==> src/rtl/shift_pipe_if.sv <==
// Handshake bundle for shift_pipe: operation in on one side, result out on the other.
// master is the ALU-side user (producer and consumer); slave is the shifter itself.
interface shift_pipe_if #(
    parameter int WIDTH   = 32,
    parameter int SHAMT_W = 5,
    parameter int TAG_W   = 5
);
    logic               in_valid;
    logic               in_ready;
    logic [WIDTH-1:0]   in_data;
    logic [SHAMT_W-1:0] in_shamt;
    logic [1:0]         in_mode;
    logic [TAG_W-1:0]   in_tag;
    logic               out_valid;
    logic               out_ready;
    logic [WIDTH-1:0]   out_data;
    logic [TAG_W-1:0]   out_tag;
    logic               out_zero;

    modport master (
        output in_valid, in_data, in_shamt, in_mode, in_tag, out_ready,
        input  in_ready, out_valid, out_data, out_tag, out_zero
    );

    modport slave (
        input  in_valid, in_data, in_shamt, in_mode, in_tag, out_ready,
        output in_ready, out_valid, out_data, out_tag, out_zero
    );
endinterface

==> src/rtl/shift_pipe.sv <==
// Pipelined barrel shifter (SLL/SRL/SRA/ROL), one registered stage per shift-amount bit.
// Stage k applies 2^(SHAMT_W-1-k); the whole pipe freezes while the output is stalled.
module shift_pipe #(
    parameter int WIDTH   = 32,
    parameter int SHAMT_W = 5,
    parameter int TAG_W   = 5
) (
    input  logic          clock,
    input  logic          reset,
    shift_pipe_if.slave   bus
);
    localparam int LAST = SHAMT_W - 1;

    logic               stgValid [SHAMT_W];
    logic [WIDTH-1:0]   stgData  [SHAMT_W];
    logic [1:0]         stgMode  [SHAMT_W];
    logic [TAG_W-1:0]   stgTag   [SHAMT_W];
    logic [SHAMT_W-1:0] stgShamt [SHAMT_W];

    logic               nxtValid [SHAMT_W];
    logic [WIDTH-1:0]   nxtData  [SHAMT_W];
    logic [1:0]         nxtMode  [SHAMT_W];
    logic [TAG_W-1:0]   nxtTag   [SHAMT_W];
    logic [SHAMT_W-1:0] nxtShamt [SHAMT_W];

    logic               srcValid;
    logic [WIDTH-1:0]   srcData;
    logic [1:0]         srcMode;
    logic [TAG_W-1:0]   srcTag;
    logic [SHAMT_W-1:0] srcShamt;
    logic               stall;

    // s is always in 1..WIDTH/2, so the rotate's right-shift term never reaches WIDTH
    function automatic logic [WIDTH-1:0] shiftBy(input logic [WIDTH-1:0] d,
                                                 input logic [1:0] m,
                                                 input int s);
        logic [WIDTH-1:0] r;
        case (m)
            2'b00:   r = d << s;
            2'b01:   r = d >> s;
            2'b10:   r = $signed(d) >>> s;
            default: r = (d << s) | (d >> (WIDTH - s));
        endcase
        return r;
    endfunction

    assign stall         = stgValid[LAST] && !bus.out_ready;
    assign bus.in_ready  = !stall;
    assign bus.out_valid = stgValid[LAST];
    assign bus.out_data  = stgData[LAST];
    assign bus.out_tag   = stgTag[LAST];
    assign bus.out_zero  = stgValid[LAST] && (stgData[LAST] == '0);

    always_comb begin
        srcValid = 1'b0;
        srcData  = '0;
        srcMode  = '0;
        srcTag   = '0;
        srcShamt = '0;
        for (int k = 0; k < SHAMT_W; k++) begin
            if (k == 0) begin
                srcValid = bus.in_valid;
                srcData  = bus.in_data;
                srcMode  = bus.in_mode;
                srcTag   = bus.in_tag;
                srcShamt = bus.in_shamt;
            end else begin
                srcValid = stgValid[k-1];
                srcData  = stgData[k-1];
                srcMode  = stgMode[k-1];
                srcTag   = stgTag[k-1];
                srcShamt = stgShamt[k-1];
            end
            nxtValid[k] = srcValid;
            nxtMode[k]  = srcMode;
            nxtTag[k]   = srcTag;
            nxtShamt[k] = srcShamt;
            nxtData[k]  = srcShamt[LAST-k] ? shiftBy(srcData, srcMode, 1 << (LAST - k))
                                           : srcData;
        end
    end

    always_ff @(posedge clock) begin
        if (reset) begin
            for (int k = 0; k < SHAMT_W; k++) begin
                stgValid[k] <= 1'b0;
                stgData[k]  <= '0;
                stgMode[k]  <= '0;
                stgTag[k]   <= '0;
                stgShamt[k] <= '0;
            end
        end else if (!stall) begin
            for (int k = 0; k < SHAMT_W; k++) begin
                stgValid[k] <= nxtValid[k];
                stgData[k]  <= nxtData[k];
                stgMode[k]  <= nxtMode[k];
                stgTag[k]   <= nxtTag[k];
                stgShamt[k] <= nxtShamt[k];
            end
        end
    end
endmodule

==> src/flat_wrapper.sv <==
// flat-port wrapper written by rule: the top's interface ports become plain ports
module shift_pipe_flat 
#(
    parameter int WIDTH   = 32,
    parameter int SHAMT_W = 5,
    parameter int TAG_W   = 5
)
  (clock, reset, bus_in_valid, bus_in_data, bus_in_shamt, bus_in_mode, bus_in_tag, bus_out_ready, bus_in_ready, bus_out_valid, bus_out_data, bus_out_tag, bus_out_zero);
  shift_pipe_if #(.WIDTH(WIDTH), .SHAMT_W(SHAMT_W), .TAG_W(TAG_W)) bus_i ();
  input  logic clock;
  input  logic reset;
  input wire logic [$bits(bus_i.in_valid)-1:0] bus_in_valid;
  input wire logic [$bits(bus_i.in_data)-1:0] bus_in_data;
  input wire logic [$bits(bus_i.in_shamt)-1:0] bus_in_shamt;
  input wire logic [$bits(bus_i.in_mode)-1:0] bus_in_mode;
  input wire logic [$bits(bus_i.in_tag)-1:0] bus_in_tag;
  input wire logic [$bits(bus_i.out_ready)-1:0] bus_out_ready;
  output wire logic [$bits(bus_i.in_ready)-1:0] bus_in_ready;
  output wire logic [$bits(bus_i.out_valid)-1:0] bus_out_valid;
  output wire logic [$bits(bus_i.out_data)-1:0] bus_out_data;
  output wire logic [$bits(bus_i.out_tag)-1:0] bus_out_tag;
  output wire logic [$bits(bus_i.out_zero)-1:0] bus_out_zero;
  assign bus_i.in_valid = bus_in_valid;
  assign bus_i.in_data = bus_in_data;
  assign bus_i.in_shamt = bus_in_shamt;
  assign bus_i.in_mode = bus_in_mode;
  assign bus_i.in_tag = bus_in_tag;
  assign bus_i.out_ready = bus_out_ready;
  assign bus_in_ready = bus_i.in_ready;
  assign bus_out_valid = bus_i.out_valid;
  assign bus_out_data = bus_i.out_data;
  assign bus_out_tag = bus_i.out_tag;
  assign bus_out_zero = bus_i.out_zero;
  shift_pipe #(.WIDTH(WIDTH), .SHAMT_W(SHAMT_W), .TAG_W(TAG_W)) u_core (.clock(clock), .reset(reset), .bus(bus_i));
endmodule
==> config.mk <==
export PLATFORM = sky130hd
export DESIGN_NAME = shift_pipe_flat
export DESIGN_NICKNAME = d
export VERILOG_FILES = /design/src/rtl/shift_pipe_if.sv /design/src/rtl/shift_pipe.sv /design/src/flat_wrapper.sv
export SDC_FILE = /design/constraint.sdc
export NUM_CORES = 1
export LEC_CHECK = 0
export BUFFER_PORTS_ARGS = -buffer_cell sky130_fd_sc_hd__buf_2
export CAP_MARGIN = 20
export CORE_MARGIN = 2
export CORE_UTILIZATION = 55
export CTS_BUF_LIST = sky130_fd_sc_hd__clkbuf_4 sky130_fd_sc_hd__clkbuf_8
export DETAILED_ROUTE_END_ITERATION = 16
export PLACE_DENSITY = 0.74
export SLEW_MARGIN = 15
export SYNTH_ARGS = -nofsm -noshare
export SYNTH_HDL_FRONTEND = slang
export SYNTH_SLANG_ARGS = --single-unit
==> constraint.sdc <==
create_clock -name clock -period 4.8 [get_ports clock]
set_clock_uncertainty 0.05 [all_clocks]
set_input_delay 0.48 -clock clock [delete_from_list [all_inputs] [get_ports clock]]
set_output_delay 0.48 -clock clock [all_outputs]
set_load 0.01 [all_outputs]
After elaboration in Yosys (flattened, before gate mapping). Memories as Yosys holds them, arrays and structs flattened. Cells that the tools add are included.

Bits in registers: 0. Bits in latches: 0. RAM bits: 225. Memory bits (read-only): 0. Input port bits: 48. Output and inout bits: 40. Word-level logic and storage cells: 95. Memories kept: 5.

Add/sub/neg operators: 0. Multipliers: 0. Divide/modulo/power cells: 0. Order comparisons: 0. Equality and inequality tests: 10. Shifts and indexed selects: 0. Mux-type cells: 40. Bitwise operators: 30. Reduce and logical (&&, ||, !) cells: 10.

Memory list: u_core.stgData (words 5, bits a word 32, read ports 5, clocked after memory_dff 0, write ports 5, line shift_pipe.sv:15) `logic [WIDTH-1:0] stgData [SHAMT_W];`; u_core.stgShamt (words 5, bits a word 5, read ports 4, clocked after memory_dff 0, write ports 5, line shift_pipe.sv:18) `logic [SHAMT_W-1:0] stgShamt [SHAMT_W];`; u_core.stgTag (words 5, bits a word 5, read ports 5, clocked after memory_dff 0, write ports 5, line shift_pipe.sv:17) `logic [TAG_W-1:0] stgTag [SHAMT_W];`; u_core.stgMode (words 5, bits a word 2, read ports 4, clocked after memory_dff 0, write ports 5, line shift_pipe.sv:16) `logic [1:0] stgMode [SHAMT_W];`; u_core.stgValid (words 5, bits a word 1, read ports 5, clocked after memory_dff 0, write ports 5, line shift_pipe.sv:14) `logic stgValid [SHAMT_W];`.

Operators by type and width (number): $pmux W32 S3 (5); $mux W32 (10); $mux W5 (10); $logic_not A32 Y1 (1); $or A32 B1 Y32 (1); $or A32 B16 Y32 (1); $or A32 B2 Y32 (1); $or A32 B4 Y32 (1); $or A32 B8 Y32 (1); $or A1 B1 Y1 (25); $eq A2 B1 Y1 const B (5); $eq A2 B2 Y1 const B (5); $logic_not A2 Y1 (5); $mux W1 (10); $mux W2 (5); $logic_and A1 B1 Y1 (2); $logic_not A1 Y1 (2).

Logic depth before layout (Yosys ltp).
Depth in word-level cells: 6. Depth in mapped cells: 6.

Least setup slack after synthesis. Ideal clock, no wire load.

Path type: input-to-reg. From: input bus_out_ready. To: memory u_core.stgData[0][0], enable pin. Arrival: 3230 ps. Setup slack: 1038 ps. Stages on the path: 2. Path buffers: 0. Path through: nand2b_1 or2_2.

RTL lines: start, declared (line flat_wrapper.sv:17) `input wire logic [$bits(bus_i.out_ready)-1:0] bus_out_ready;`; end, declared (line shift_pipe.sv:15).

==> results.cfg <==
[run_status]
outcome = complete, no violations

[yosys]
syn_avg_cell_area_sq_um = 12.4
seq_area_frac_synth = 0.592
synth_top_area_cell = edfxtp_1
synthMuxAreaShare = 0.110
syn_inst = 852
synth_compound_area_frac = 0.139
synth_top_cell_area_share = 0.592
synth_edf_count = 208
synth-simple-area-share = 0.115
synth_warnings = 0
ys_types = 39
mappedNetlistNets = 900
ys_ff_latch = 208
async_flop_share = 0
synth_top_family_by_area = compound AO/OA/AOI/OAI gates
synth.area.top_cells = edfxtp_1 (59%), mux2i_1 (9.4%), a211oi_1 (7.5%)
ys.flop_type = edfxtp_1
synth_fa_ha_area_frac = 0
synthesis.area_sq_um = 10600
synth_xor_area_frac = 0.00842

[global_routing]
grt_max_degree = 136
grt_usage = 0.186
grt_pass1_wl_um = 30500
antenna_found_initial = 0
grt_pass1_vias = 6236
grt_remaining_overflow = 0

[clocking]
cts_tree = built
cts_root_buf = clkbuf_8
cts-htree-levels = 2
postCtsHoldBufs = 0
post_cts_resized = 0
cts_setup_buffers = 0
clock-sinks = 208
clkTransAtPathRegs_ps = 60
max-clock-path-buffers = 3
cts_buffers = 35
clk-insertion-delay-late_ps = 510

[hold_path]
holdPathEnd = u_core.stgValid[0]$_SDFFCE_PN0P_
whs_path_depth = 2
hold_path_class = in2reg
holdCritStartpoint = bus_in_valid

[worst_setup_path]
worst_r2r_path_depth = 4
cp.arrival_ps = 2490
cp-end-kind = flip-flop
critPathMaxFanout = 93
r2r-end = u_core.stgData[0][25]$_SDFFCE_PN0P_
slowest_delay_ps = 780
timing.rr.start = u_core.stgValid[4]$_SDFFCE_PN0P_
crit_chain = nand2b_1, nand2b_4, buf_4, a211oi_1
crit_type = reg2reg
ff2ff_setup_slack_ps = 2470
critPathLaunchType = flip-flop
required_ps = 4960
crit_slowest_cell = nand2b_4

[job]
maxCapViolations = 0

[sta]
layout_min_cycle_time_ps = 2330
fin_setup_tns_ps = 0
fin_crit_sh = 0.485
tightest_slew_ps = 1080
final-max-slew-violation-count = 0
slew_headroom = 0.280
timing.fmax_mhz = 430
finalHoldViolCount = 0
rsz0062_at_grt = false
final-setup-viol-count = 0

[finish]
drive_gt1_frac = 0.214
syn_to_final_growth_pct = 11.2
multiInputGateArea_sq_um = 3960
utilization = 0.626
nFillCells = 1441
stdcell_area_sq_um = 11700
final_nets = 966
regArea_sq_um = 6250
diodes = 0

[floorplanning]
initial_utilization = 0.562
die_w_um = 143
core-area_sq_um = 18800
io_pins = 88
dieHeight_um = 143
rows = 50
die-area_sq_um = 20300

[drt]
drt-initial-drc-count = 421
totalWireLength_um = 18300
dr_total_vias = 6573
viasPerCell = 5.60
firstDrtPassIters = 4
ant_nets = 0
drc = 0
wl_per_cell_um = 15.6

[pwr]
leakage_nw = 4.91
peakVddDrop_mv = 0.151
power_density_nw_per_um2 = 351
total_power_mw = 4.12

[placement]
place_area_sq_um = 11100
port_buffers = 87
globalplace.congestion = 0.818
hpwl_um = 12300
worst max-delay path by stage:
stage / start / to / slack (ps)
floorplan: bus_out_ready / u_core.stgData[0][0]$_SDFFCE_PN0P_ / 1040
global placement: bus_in_shamt[4] / u_core.stgData[0][16]$_SDFFCE_PN0P_ / 2150
detailed placement: bus_in_shamt[4] / u_core.stgData[0][22]$_SDFFCE_PN0P_ / 2030
CTS: u_core.stgData[4][25]$_SDFFCE_PN0P_ / bus_out_zero / 2420
global route: u_core.stgValid[4]$_SDFFCE_PN0P_ / u_core.stgData[0][23]$_SDFFCE_PN0P_ / 2260
finish: u_core.stgValid[4]$_SDFFCE_PN0P_ / u_core.stgData[0][25]$_SDFFCE_PN0P_ / 2470
placed cells by master, fill, tap and decap left out, types with 2 or more instances in the layout:
master | netlist | layout
o21ai_0 | 3 | 3
and2_1 | 45 | 45
nor3_1 | 9 | 9
edfxtp_1 | 208 | 208
buf_4 | 6 | 10
clkbuf_4 | 0 | 6
buf_2 | 10 | 87
mux2_2 | 15 | 15
mux2i_1 | 99 | 99
nor4_1 | 6 | 6
clkinv_2 | 0 | 3
and3_1 | 3 | 3
inv_1 | 2 | 2
a211oi_2 | 27 | 27
a221oi_1 | 8 | 8
a31oi_1 | 5 | 4
a22oi_1 | 23 | 23
clkinv_1 | 2 | 11
xnor2_2 | 1 | 2
nand2_1 | 27 | 27
a211oi_1 | 106 | 106
nor2_1 | 163 | 163
nor2b_1 | 9 | 8
clkbuf_8 | 0 | 36
xnor2_4 | 2 | 2
nand4_1 | 2 | 2
clkinvlp_4 | 0 | 2
bufinv_16 | 0 | 2
a21oi_1 | 4 | 4
stage by stage:
stage	setup slack (ps)	hold WS, ps	std cells
CTS	2420	157	1172
global route	2260	157	1173
detailed placement	2030	452	1114
floorplan	1040	447	852
global placement	2150	449	1113
finish	2470	192	1173
cell type report:
| class | instances | area share |
|---|---|---|
| inverter | 4 | 0.00128 |
| clock inverter | 17 | 0.0113 |
| sequential | 208 | 0.532 |
| timing repair buffer | 100 | 0.0482 |
| clock buffer | 41 | 0.0454 |
| multi-input combinational | 569 | 0.337 |
| tap | 234 | 0.0249 |
synthesized netlist by cell type (8+ instances only):
cell,count
and2_1,45
a211oi_1,106
nor3_1,9
a22oi_1,23
mux2_2,15
nor2_1,163
a221oi_1,8
mux2i_1,99
a211oi_2,27
buf_2,10
edfxtp_1,208
clkbuf_1,44
nor2b_1,9
nand2_1,27
cells by family (layout without fill, tap and decap cells):
logic type | count (synthesis) | in the layout
flip-flops | 208 | 208
AO/OA/AOI/OAI | 179 | 179
buffers and inverters | 75 | 162
multiplexers | 114 | 114
AND/OR/NAND/NOR | 271 | 271
XOR/XNOR | 5 | 5
registers in the layout, summed over array words and instances, names as in the netlist:
| name | count |
|---|---|
| u_core.stgValid | 5 |
| u_core.stgData | 160 |
| u_core.stgMode | 8 |
| u_core.stgTag | 25 |
| u_core.stgShamt | 10 |
layer usage:
layer / part of all wire / vias up / global-route usage
met5: 0 / - / 0
met4: 0.024 / 0 / 0.0693
met3: 0.040 / 34 / 0.0397
met2: 0.49 / 142 / 0.322
met1: 0.44 / 3035 / 0.230
li1: - / 3362 / -
worst max-delay path, delay by kind of cell, from the launching register on:
kind                   cells  cell delay [ps]
AOI/OAI and AO/OA          1               90
buffers and inverters      1              490
DFF                        1              380
and+or+nand+nor            2              930
where the power goes:
part / internal, mW / total [mW] / switching (mW)
registers: 2.12 / 2.21 / 0.0932
clock network: 0.843 / 1.50 / 0.654
logic: 0.183 / 0.412 / 0.229
No activity file was read; power rests on OpenSTA's default activity.
